<file path="src/rtl/periph_buf_pkg.sv">
// Shared constants and helpers for the peripheral slave buffer.
package periph_buf_pkg;

   localparam logic PERIPH_OPC_OK  = 1'b0;
   localparam logic PERIPH_OPC_ERR = 1'b1;

   // Pointer and counter widths never collapse to zero bits.
   function automatic int unsigned clog2_min1(input int unsigned n);
      return (n <= 2) ? 1 : $clog2(n);
   endfunction

endpackage

</file>
<file path="src/rtl/periph_buf_fifo.sv">
// Small synchronous FIFO with a registered occupancy count; head is the oldest entry.
module periph_buf_fifo
   import periph_buf_pkg::*;
#(
   parameter int unsigned WIDTH = 8,
   parameter int unsigned DEPTH = 2
) (
   input  logic             clk_i,
   input  logic             rst_i,
   input  logic             push_i,
   input  logic [WIDTH-1:0] data_i,
   input  logic             pop_i,
   output logic             full_o,
   output logic             empty_o,
   output logic [WIDTH-1:0] head_o
);

   localparam int unsigned PTR_W = clog2_min1(DEPTH);
   localparam int unsigned CNT_W = clog2_min1(DEPTH + 1);

   logic [WIDTH-1:0] mem_q [DEPTH];
   logic [PTR_W-1:0] wr_ptr_q, wr_ptr_d;
   logic [PTR_W-1:0] rd_ptr_q, rd_ptr_d;
   logic [CNT_W-1:0] cnt_q, cnt_d;
   logic             do_push, do_pop;

   assign full_o  = (cnt_q == CNT_W'(DEPTH));
   assign empty_o = (cnt_q == '0);
   assign head_o  = mem_q[rd_ptr_q];
   assign do_push = push_i & ~full_o;
   assign do_pop  = pop_i & ~empty_o;

   // NOTE: every always_comb output gets a default first, so no path can infer a latch.
   always_comb begin
      wr_ptr_d = wr_ptr_q;
      rd_ptr_d = rd_ptr_q;
      cnt_d    = cnt_q;
      if (do_push) wr_ptr_d = wr_ptr_q + PTR_W'(1);
      if (do_pop)  rd_ptr_d = rd_ptr_q + PTR_W'(1);
      case ({do_push, do_pop})
         2'b10:   cnt_d = cnt_q + CNT_W'(1);
         2'b01:   cnt_d = cnt_q - CNT_W'(1);
         default: cnt_d = cnt_q;
      endcase
   end

   // NOTE: sequential state uses <= so every flop samples pre-edge values, independent of block order.
   always_ff @(posedge clk_i) begin
      if (rst_i) begin
         wr_ptr_q <= '0;
         rd_ptr_q <= '0;
         cnt_q    <= '0;
      end else begin
         wr_ptr_q <= wr_ptr_d;
         rd_ptr_q <= rd_ptr_d;
         cnt_q    <= cnt_d;
      end
   end

   // NOTE: storage is deliberately not reset; the occupancy count alone decides which entries are live.
   always_ff @(posedge clk_i) begin
      if (do_push) mem_q[wr_ptr_q] <= data_i;
   end

endmodule

</file>
<file path="src/rtl/periph_slave_buffer.sv">
// Crossbar-slave to slow-peripheral buffer: request FIFO, in-order ID tracking, registered responses.
module periph_slave_buffer
   import periph_buf_pkg::*;
#(
   parameter int unsigned ADDR_WIDTH = 32,
   parameter int unsigned DATA_WIDTH = 32,
   parameter int unsigned BE_WIDTH   = DATA_WIDTH / 8,
   parameter int unsigned ID_WIDTH   = 9,
   parameter int unsigned DEPTH      = 2
) (
   input  logic                  clk_i,
   input  logic                  rst_i,
   input  logic                  s_req_i,
   input  logic [ADDR_WIDTH-1:0] s_add_i,
   input  logic                  s_wen_i,
   input  logic [DATA_WIDTH-1:0] s_wdata_i,
   input  logic [BE_WIDTH-1:0]   s_be_i,
   input  logic [ID_WIDTH-1:0]   s_id_i,
   output logic                  s_gnt_o,
   output logic                  s_r_valid_o,
   output logic [ID_WIDTH-1:0]   s_r_id_o,
   output logic                  s_r_opc_o,
   output logic [DATA_WIDTH-1:0] s_r_rdata_o,
   output logic                  m_req_o,
   output logic [ADDR_WIDTH-1:0] m_add_o,
   output logic                  m_wen_o,
   output logic [DATA_WIDTH-1:0] m_wdata_o,
   output logic [BE_WIDTH-1:0]   m_be_o,
   input  logic                  m_gnt_i,
   input  logic                  m_r_valid_i,
   input  logic                  m_r_opc_i,
   input  logic [DATA_WIDTH-1:0] m_r_rdata_i,
   output logic                  err_o
);

   localparam int unsigned CNT_W = clog2_min1(DEPTH + 1);
   localparam int unsigned PAY_W = ADDR_WIDTH + 1 + DATA_WIDTH + BE_WIDTH;
   localparam logic [CNT_W-1:0] CNT_MAX = CNT_W'(DEPTH);

   logic [CNT_W-1:0]      out_cnt_q, out_cnt_d;
   logic                  s_push, m_pop, resp_take, resp_spur;
   logic [PAY_W-1:0]      pay_head;
   logic [ID_WIDTH-1:0]   id_head;
   logic                  pay_empty, pay_full, id_empty, id_full;
   logic                  unused_fifo_flags;

   logic                  s_r_valid_q, s_r_valid_d;
   logic [ID_WIDTH-1:0]   s_r_id_q, s_r_id_d;
   logic                  s_r_opc_q, s_r_opc_d;
   logic [DATA_WIDTH-1:0] s_r_rdata_q, s_r_rdata_d;
   logic                  err_q, err_d;

   assign s_gnt_o   = (out_cnt_q < CNT_MAX) & ~rst_i;
   assign s_push    = s_req_i & s_gnt_o;
   assign resp_take = m_r_valid_i & (out_cnt_q != '0) & ~rst_i;
   assign resp_spur = m_r_valid_i & (out_cnt_q == '0) & ~rst_i;
   assign m_req_o   = ~pay_empty & ~rst_i;
   assign m_pop     = m_req_o & m_gnt_i;

   // out_cnt bounds both FIFOs, so their full flags are never needed.
   assign unused_fifo_flags = pay_full ^ id_full ^ id_empty;

   periph_buf_fifo #(.WIDTH(PAY_W), .DEPTH(DEPTH)) u_pay_fifo (
      .clk_i   (clk_i),
      .rst_i   (rst_i),
      .push_i  (s_push),
      .data_i  ({s_add_i, s_wen_i, s_wdata_i, s_be_i}),
      .pop_i   (m_pop),
      .full_o  (pay_full),
      .empty_o (pay_empty),
      .head_o  (pay_head)
   );

   periph_buf_fifo #(.WIDTH(ID_WIDTH), .DEPTH(DEPTH)) u_id_fifo (
      .clk_i   (clk_i),
      .rst_i   (rst_i),
      .push_i  (s_push),
      .data_i  (s_id_i),
      .pop_i   (resp_take),
      .full_o  (id_full),
      .empty_o (id_empty),
      .head_o  (id_head)
   );

   assign {m_add_o, m_wen_o, m_wdata_o, m_be_o} = rst_i ? '0 : pay_head;

   always_comb begin
      out_cnt_d   = out_cnt_q;
      s_r_valid_d = resp_take;
      s_r_id_d    = s_r_id_q;
      s_r_opc_d   = s_r_opc_q;
      s_r_rdata_d = s_r_rdata_q;
      err_d       = resp_spur;
      if (s_push && !resp_take)      out_cnt_d = out_cnt_q + CNT_W'(1);
      else if (!s_push && resp_take) out_cnt_d = out_cnt_q - CNT_W'(1);
      if (resp_take) begin
         s_r_id_d    = id_head;
         s_r_opc_d   = m_r_opc_i;
         s_r_rdata_d = m_r_rdata_i;
      end
   end

   always_ff @(posedge clk_i) begin
      if (rst_i) begin
         out_cnt_q   <= '0;
         s_r_valid_q <= 1'b0;
         s_r_id_q    <= '0;
         s_r_opc_q   <= PERIPH_OPC_OK;
         s_r_rdata_q <= '0;
         err_q       <= 1'b0;
      end else begin
         out_cnt_q   <= out_cnt_d;
         s_r_valid_q <= s_r_valid_d;
         s_r_id_q    <= s_r_id_d;
         s_r_opc_q   <= s_r_opc_d;
         s_r_rdata_q <= s_r_rdata_d;
         err_q       <= err_d;
      end
   end

   // Registered outputs are also forced low during the reset cycle itself.
   assign s_r_valid_o = s_r_valid_q & ~rst_i;
   assign s_r_id_o    = rst_i ? '0 : s_r_id_q;
   assign s_r_opc_o   = s_r_opc_q & ~rst_i;
   assign s_r_rdata_o = rst_i ? '0 : s_r_rdata_q;
   assign err_o       = err_q & ~rst_i;

endmodule

</file>
<file path="config.mk">
export PLATFORM = sky130hd
export DESIGN_NAME = periph_slave_buffer
export DESIGN_NICKNAME = d
export VERILOG_FILES = /design/src/rtl/periph_buf_pkg.sv /design/src/rtl/periph_buf_fifo.sv /design/src/rtl/periph_slave_buffer.sv
export SDC_FILE = /design/constraint.sdc
export NUM_CORES = 1
export LEC_CHECK = 0
export ABC_AREA = 1
export CAP_MARGIN = 15
export CORE_ASPECT_RATIO = 1.4
export CORE_UTILIZATION = 45
export DETAILED_ROUTE_END_ITERATION = 10
export GPL_TIMING_DRIVEN = 0
export PLACE_DENSITY = 0.72
export RECOVER_POWER = 50
export SYNTH_ARGS = -nofsm -noshare
export SYNTH_HDL_FRONTEND = slang
export SYNTH_HIERARCHICAL = 1
export SYNTH_SLANG_ARGS = --single-unit
</file>
<file path="constraint.sdc">
create_clock -name clk_i -period 8.9 [get_ports clk_i]
set_input_delay 0.89 -clock clk_i [delete_from_list [all_inputs] [get_ports clk_i]]
set_output_delay 0.89 -clock clk_i [all_outputs]
set_load 0.005 [all_outputs]
</file>
Word-level counts from Yosys, hierarchy flattened
Memories as Yosys holds them, arrays and structs flattened. A register that Yosys moved wholly into a read port is not among the register bits.
Cells that the tools add are included.
- bits in registers: 45
- memory bits (writable): 156
- bits of input ports: 116
- memories kept: 2
- add/sub/neg operators: 10
- magnitude comparators: 1
- eq/ne operators: 6
- mux-type cells: 13
- bitwise logic cells: 20
- reductions and logical operators: 11
- memory list (memory ; words ; width ; read ports ; clocked after memory_dff ; wr ports ; line ; text):
    u_pay_fifo.mem_q ; 2 ; 69 ; 1 ; 1 ; 1 ; periph_buf_fifo.sv:21 ; logic [WIDTH-1:0] mem_q [DEPTH];
    u_id_fifo.mem_q ; 2 ; 9 ; 1 ; 1 ; 1 ; periph_buf_fifo.sv:21 ;
- operators with widths (kind ; count):
    2-to-1 mux 69 bit ; 1
    2-to-1 mux 32 bit ; 1
    bitwise AND 1 bit ; 15
    2-to-1 mux 9 bit ; 1
    equality test 2 bit (second input constant) ; 4
    one-hot mux 2 bit (2 select lines) ; 2
    nonzero test 2 bit ; 4
    adder 2 x 1 -> 2 bit (second input constant) ; 3
    zero test 2 bit ; 3
    2-to-1 mux 1 bit ; 6
    subtractor 2 x 1 -> 2 bit (second input constant) ; 3
    inverter 1 bit ; 5
    adder 1 bit (second input constant) ; 4
    equality test 2 x 1 -> 1 bit (second input constant) ; 2
    2-to-1 mux 2 bit ; 2
    logical AND 1 bit ; 2
    zero test 1 bit ; 2
    < comparator 2 bit (second input constant) ; 1

Logic depth before layout (Yosys ltp)
- word-level depth: 7
- mapped depth: 13
- mapped depth without buffers: 12

Cells and area by module
The synthesis kept the hierarchy.
- by module, submodules not included (module ; times used ; cells each ; area an instance (um^2)):
    periph_buf_fifo (u_pay_fifo) ; 1 ; 255 ; 5266.3
    periph_slave_buffer ; 1 ; 444 ; 2506.2
    periph_buf_fifo (u_id_fifo) ; 1 ; 68 ; 909.6

Worst setup path before layout
OpenSTA, ideal clock, no wires.
- path type: input port to flip-flop
- from: input port rst_i
- to: memory u_pay_fifo/mem_q[0][0] (netlist name), enable pin
- setup time: 496 ps
- arrival time: 4640 ps
- data required time: 8404 ps
- path slack: 3764 ps
- cell stages on the path: 7
- buffers on the path: 2
- cell sequence: buf_6 > buf_2 > nor3b_1 > inv_1 > nor2_1 > inv_1 > nor2_1
- longest elaborated chain between the ends: 6
- ends and longest elaborated chain (item ; line ; text):
    from (decl) ; periph_slave_buffer.sv:12 ; input logic rst_i,
    inverter 1 bit ; periph_slave_buffer.sv:53 ; assign s_gnt_o = (out_cnt_q < CNT_MAX) & ~rst_i;
    bitwise AND 1 bit ; periph_slave_buffer.sv:53 ;
    bitwise AND 1 bit ; periph_slave_buffer.sv:54 ; assign s_push = s_req_i & s_gnt_o;
    via s_push ; periph_slave_buffer.sv:41 ; logic s_push, m_pop, resp_take, resp_spur;
    bitwise AND 1 bit ; periph_buf_fifo.sv:30 ; assign do_push = push_i & ~full_o;
    2-to-1 mux 1 bit ; periph_buf_fifo.sv:62 ; if (do_push) mem_q[wr_ptr_q] <= data_i;
    2-to-1 mux 1 bit (implied by the code) ; periph_buf_fifo.sv:62 ;
    to (decl) ; periph_buf_fifo.sv:21 ;
The timed path passes the listed nets, and every way through them passes these cells.

Worst setup path after layout
- from: input port rst_i
- to: memory u_pay_fifo/mem_q[1][30] (netlist name), enable pin
Same word-level chain as after synthesis.

==> key figures <==
Timing
  • Crit share post-route: 51.84%
  • Final hold vios: 0
  • Max-slew headroom: 1.909%
  • Hold slack: 496.7 ps
  • RSZ-0062 raised after global routing: no
  • Final WS setup: 4286 ps
  • Max Slew Vio Count: 0
  • Clock Skews: 6.671 ps
  • Fin Setup TNS: 0 ps
  • Slew @ Worst Pin: 1463 ps
  • Min Tclk post-route: 4614 ps
  • Final Setup Violations: 0
  • Fmax: 216.7 MHz

Setup path
  • Crit end category: flop
  • CP Launch Type: input pin
  • WP data required: 9110 ps
  • Worst Path Arrival: 4820 ps
  • Critical path class: in2reg
  • Worst-path maximum fanout: 40

Route
  • Vias per cell: around 4.5
  • ANT nets after route: 0
  • Metal3 WL: 1.117 mm
  • 1st-iter DRT viols: 195
  • Max layer used: met5
  • WL final: about 19 mm
  • Routed via count: roughly 5800
  • First drt pass iteration count: 5
  • DRC Markers: 0
  • Routed met2 length: 9.660 mm
  • Wl on met1: 7.014 mm
  • WL/cell: 14.39 microns

Cells and area
  • Cell area after layout: 12000 sq um
  • Area growth from synthesis to layout: 38.19%
  • Nets@finish: 1142
  • Layout cell share with drive strength beyond 1: a little over an eighth

Place
  • PortBufs: 230
  • Post-DP HPWL: 13.34 mm
  • Routability congestion estimate: 0.7792
  • Post-placement cell area: 11360 sq um
  • Pre-CTS setup slack: 5117 ps

Global route
  • GRT Overall Usage: 18.87%
  • Number of global-route vias before repair: ~5900
  • Initial antenna violation count: 8
  • GRT Residual Overflow: 0
  • Global-route wire length before repair: 29.23 mm
  • Largest net degree at the start of global routing: 41

Synth
  • Synth Register Bits: between 200 and 250
  • Sequential-to-total area share from yosys stat: roughly two thirds
  • Synth area leader: edfxtp_1
  • Cells after synthesis: 767
  • Synth Cell Area: 8682 sq um
  • YS warnings: 6
  • Syn nets: 886
  • Avg Cell Area, Syn: 11.32 sq um
  • Top-area cell type share of the netlist area: 53.96%
  • Largest cells by area after synthesis: edfxtp_1, dfxtp_1, mux2_2, nand2_1, nor2_1
  • Yosys cell types: 23

Power and ir drop
  • Max IR drop VDD: around 0.18 mV
  • Power Total: 0.002230 W
  • Leak: 4.767 nW
  • PD cells: 185.8 nW/um^2

Run
  • Max Cap Violations: 1

Floorplanning
  • IO Count: between 200 and 250
  • Die area: slightly below 20000 sq um
  • Core area: about 19000 sq um
  • Die H: 166.4 microns
  • Initial Utilization: 46.30%
  • Die Wd: 119.4 microns
  • Rows: 59

Clock tree
  • Root Driver: clkbuf_16
  • Post-CTS Repair Setup Buffers: 0
  • CTS tree: built
  • Clock Path Buffers: 3
  • Number of H-tree levels: 1
  • Clk_lat worst skew: 480 ps
  • Clock sinks: 212
  • CTS Hold Bufs: 0
  • CTS buffer count: 21
  • Clock-pin slew on the worst setup and hold paths: 60 ps
  • Post-CTS Resized: 0

Hold path
  • Worst hold path class: reg2reg

Status
  • Status: complete, but fails checks
  • Violated checks: max-capacitance violations
power breakdown:
group | internal, W | total (W) | leakage, nW | switching (W)
combinational | 0.000133 | 0.000244 | 2.55 | 0.000111
clock | 0.000507 | 0.000855 | 0.334 | 0.000348
sequential | 0.00112 | 0.00113 | 1.88 | 0.0000137
total | 0.00176 | 0.00223 | 4.77 | 0.000474
Yosys cell counts:
cell type  number
edfxtp_1      156
ha_1            3
nor2_1        141
a21oi_1         3
inv_2           2
nor2_4          1
inv_4           1
nor2_2          4
buf_6           7
nand4_1         2
buf_8           1
nor3b_1         2
mux2_2         68
nand3_1         1
mux2_4         10
dfxtp_1        56
clkbuf_1        4
inv_1         135
nand3_4         1
buf_2          18
nand2_1       147
nand2_2         1
o21ai_0         3
layout make-up:
type | instances | area, sq um
tap | 244 | 305.3
clock buffer | 30 | 610.6
sequential | 212 | 5806
buffer | 30 | 175.2
timing repair buffer | 233 | 2362
inverter | 138 | 520.5
clock inverter | 7 | 66.31
antenna | 7 | 17.52
multi-input combinational | 387 | 2135
fill | 1548 | 6753
state kept, by name, summed over array words and instances, names as in the netlist, 2 cells and up, named ones only:
register          cells
s_r_rdata_q          32
u_pay_fifo/mem_q    138
out_cnt_q             2
u_id_fifo/cnt_q       2
u_pay_fifo/cnt_q      2
s_r_id_q              9
u_id_fifo/mem_q      18
layout by cell type, fill, tap and decap left out, types with 2 or more instances in the layout:
master             n
nand4_1            2
edfxtp_1         156
clkinvlp_2         2
nand3_1            2
buf_2             11
dlygate4sd3_1     79
mux2_4            10
nor2_2             3
ha_1               3
buf_6              5
clkdlybuf4s50_1  151
nand2_1          147
nor2_1           143
diode_2            7
dfxtp_1           56
buf_12             3
clkinv_1           2
inv_1            135
clkinv_2           2
clkbuf_16         21
clkbuf_1          16
a21oi_1            3
nor3b_1            2
clkbuf_8           5
o21ai_0            3
mux2_2            68
worst max-delay path: stages:
cell           delay (ps)
dlygate4sd3_1         590
clkbuf_1              630
clkbuf_1              540
nor3b_1               160
inv_1                  90
nor2_1                 60
nand2_1                90
clkinvlp_2           1120
buf_12                630
worst paths after layout:
path,startpoint,depth (start not counted),endpoint,slack [ps]
worst max-delay path,rst_i,9,u_pay_fifo/mem_q[1][30]$_DFFE_PP_,4290
worst min-delay path,u_id_fifo/rd_ptr_q$_SDFFE_PP0P_,2,u_id_fifo/rd_ptr_q$_SDFFE_PP0P_,500
worst max register to register,out_cnt_q[1]$_SDFFE_PP0P_,7,u_pay_fifo/mem_q[0][57]$_DFFE_PP_,6080
worst min register to register,u_id_fifo/rd_ptr_q$_SDFFE_PP0P_,2,u_id_fifo/rd_ptr_q$_SDFFE_PP0P_,500
metal layers:
layer	GRT usage, %	vias to the layer above
li1	-	2953
met1	20.28	2641
met2	34.81	181
met3	4.224	45
met4	8.533	2
met5	0	-
cell families after synthesis:
logic type                 Yosys count  synth area share (%)
buffers and inverters              168                 8.287
and+or+nand+nor                    300                 13.52
AOI/OAI and AO/OA                    6                0.3458
muxes                               78                 10.55
adders and majority gates            3                0.4324
DFF                                212                 66.87
per-stage QoR:
step	std cells	utilization [%]
finish	1288	63.99
global route	1286	63.96
CTS	1281	64.19
detailed placement	1244	60.58
global placement	1241	60.21
floorplan	767	-
Power figures use the tool's default switching activity.
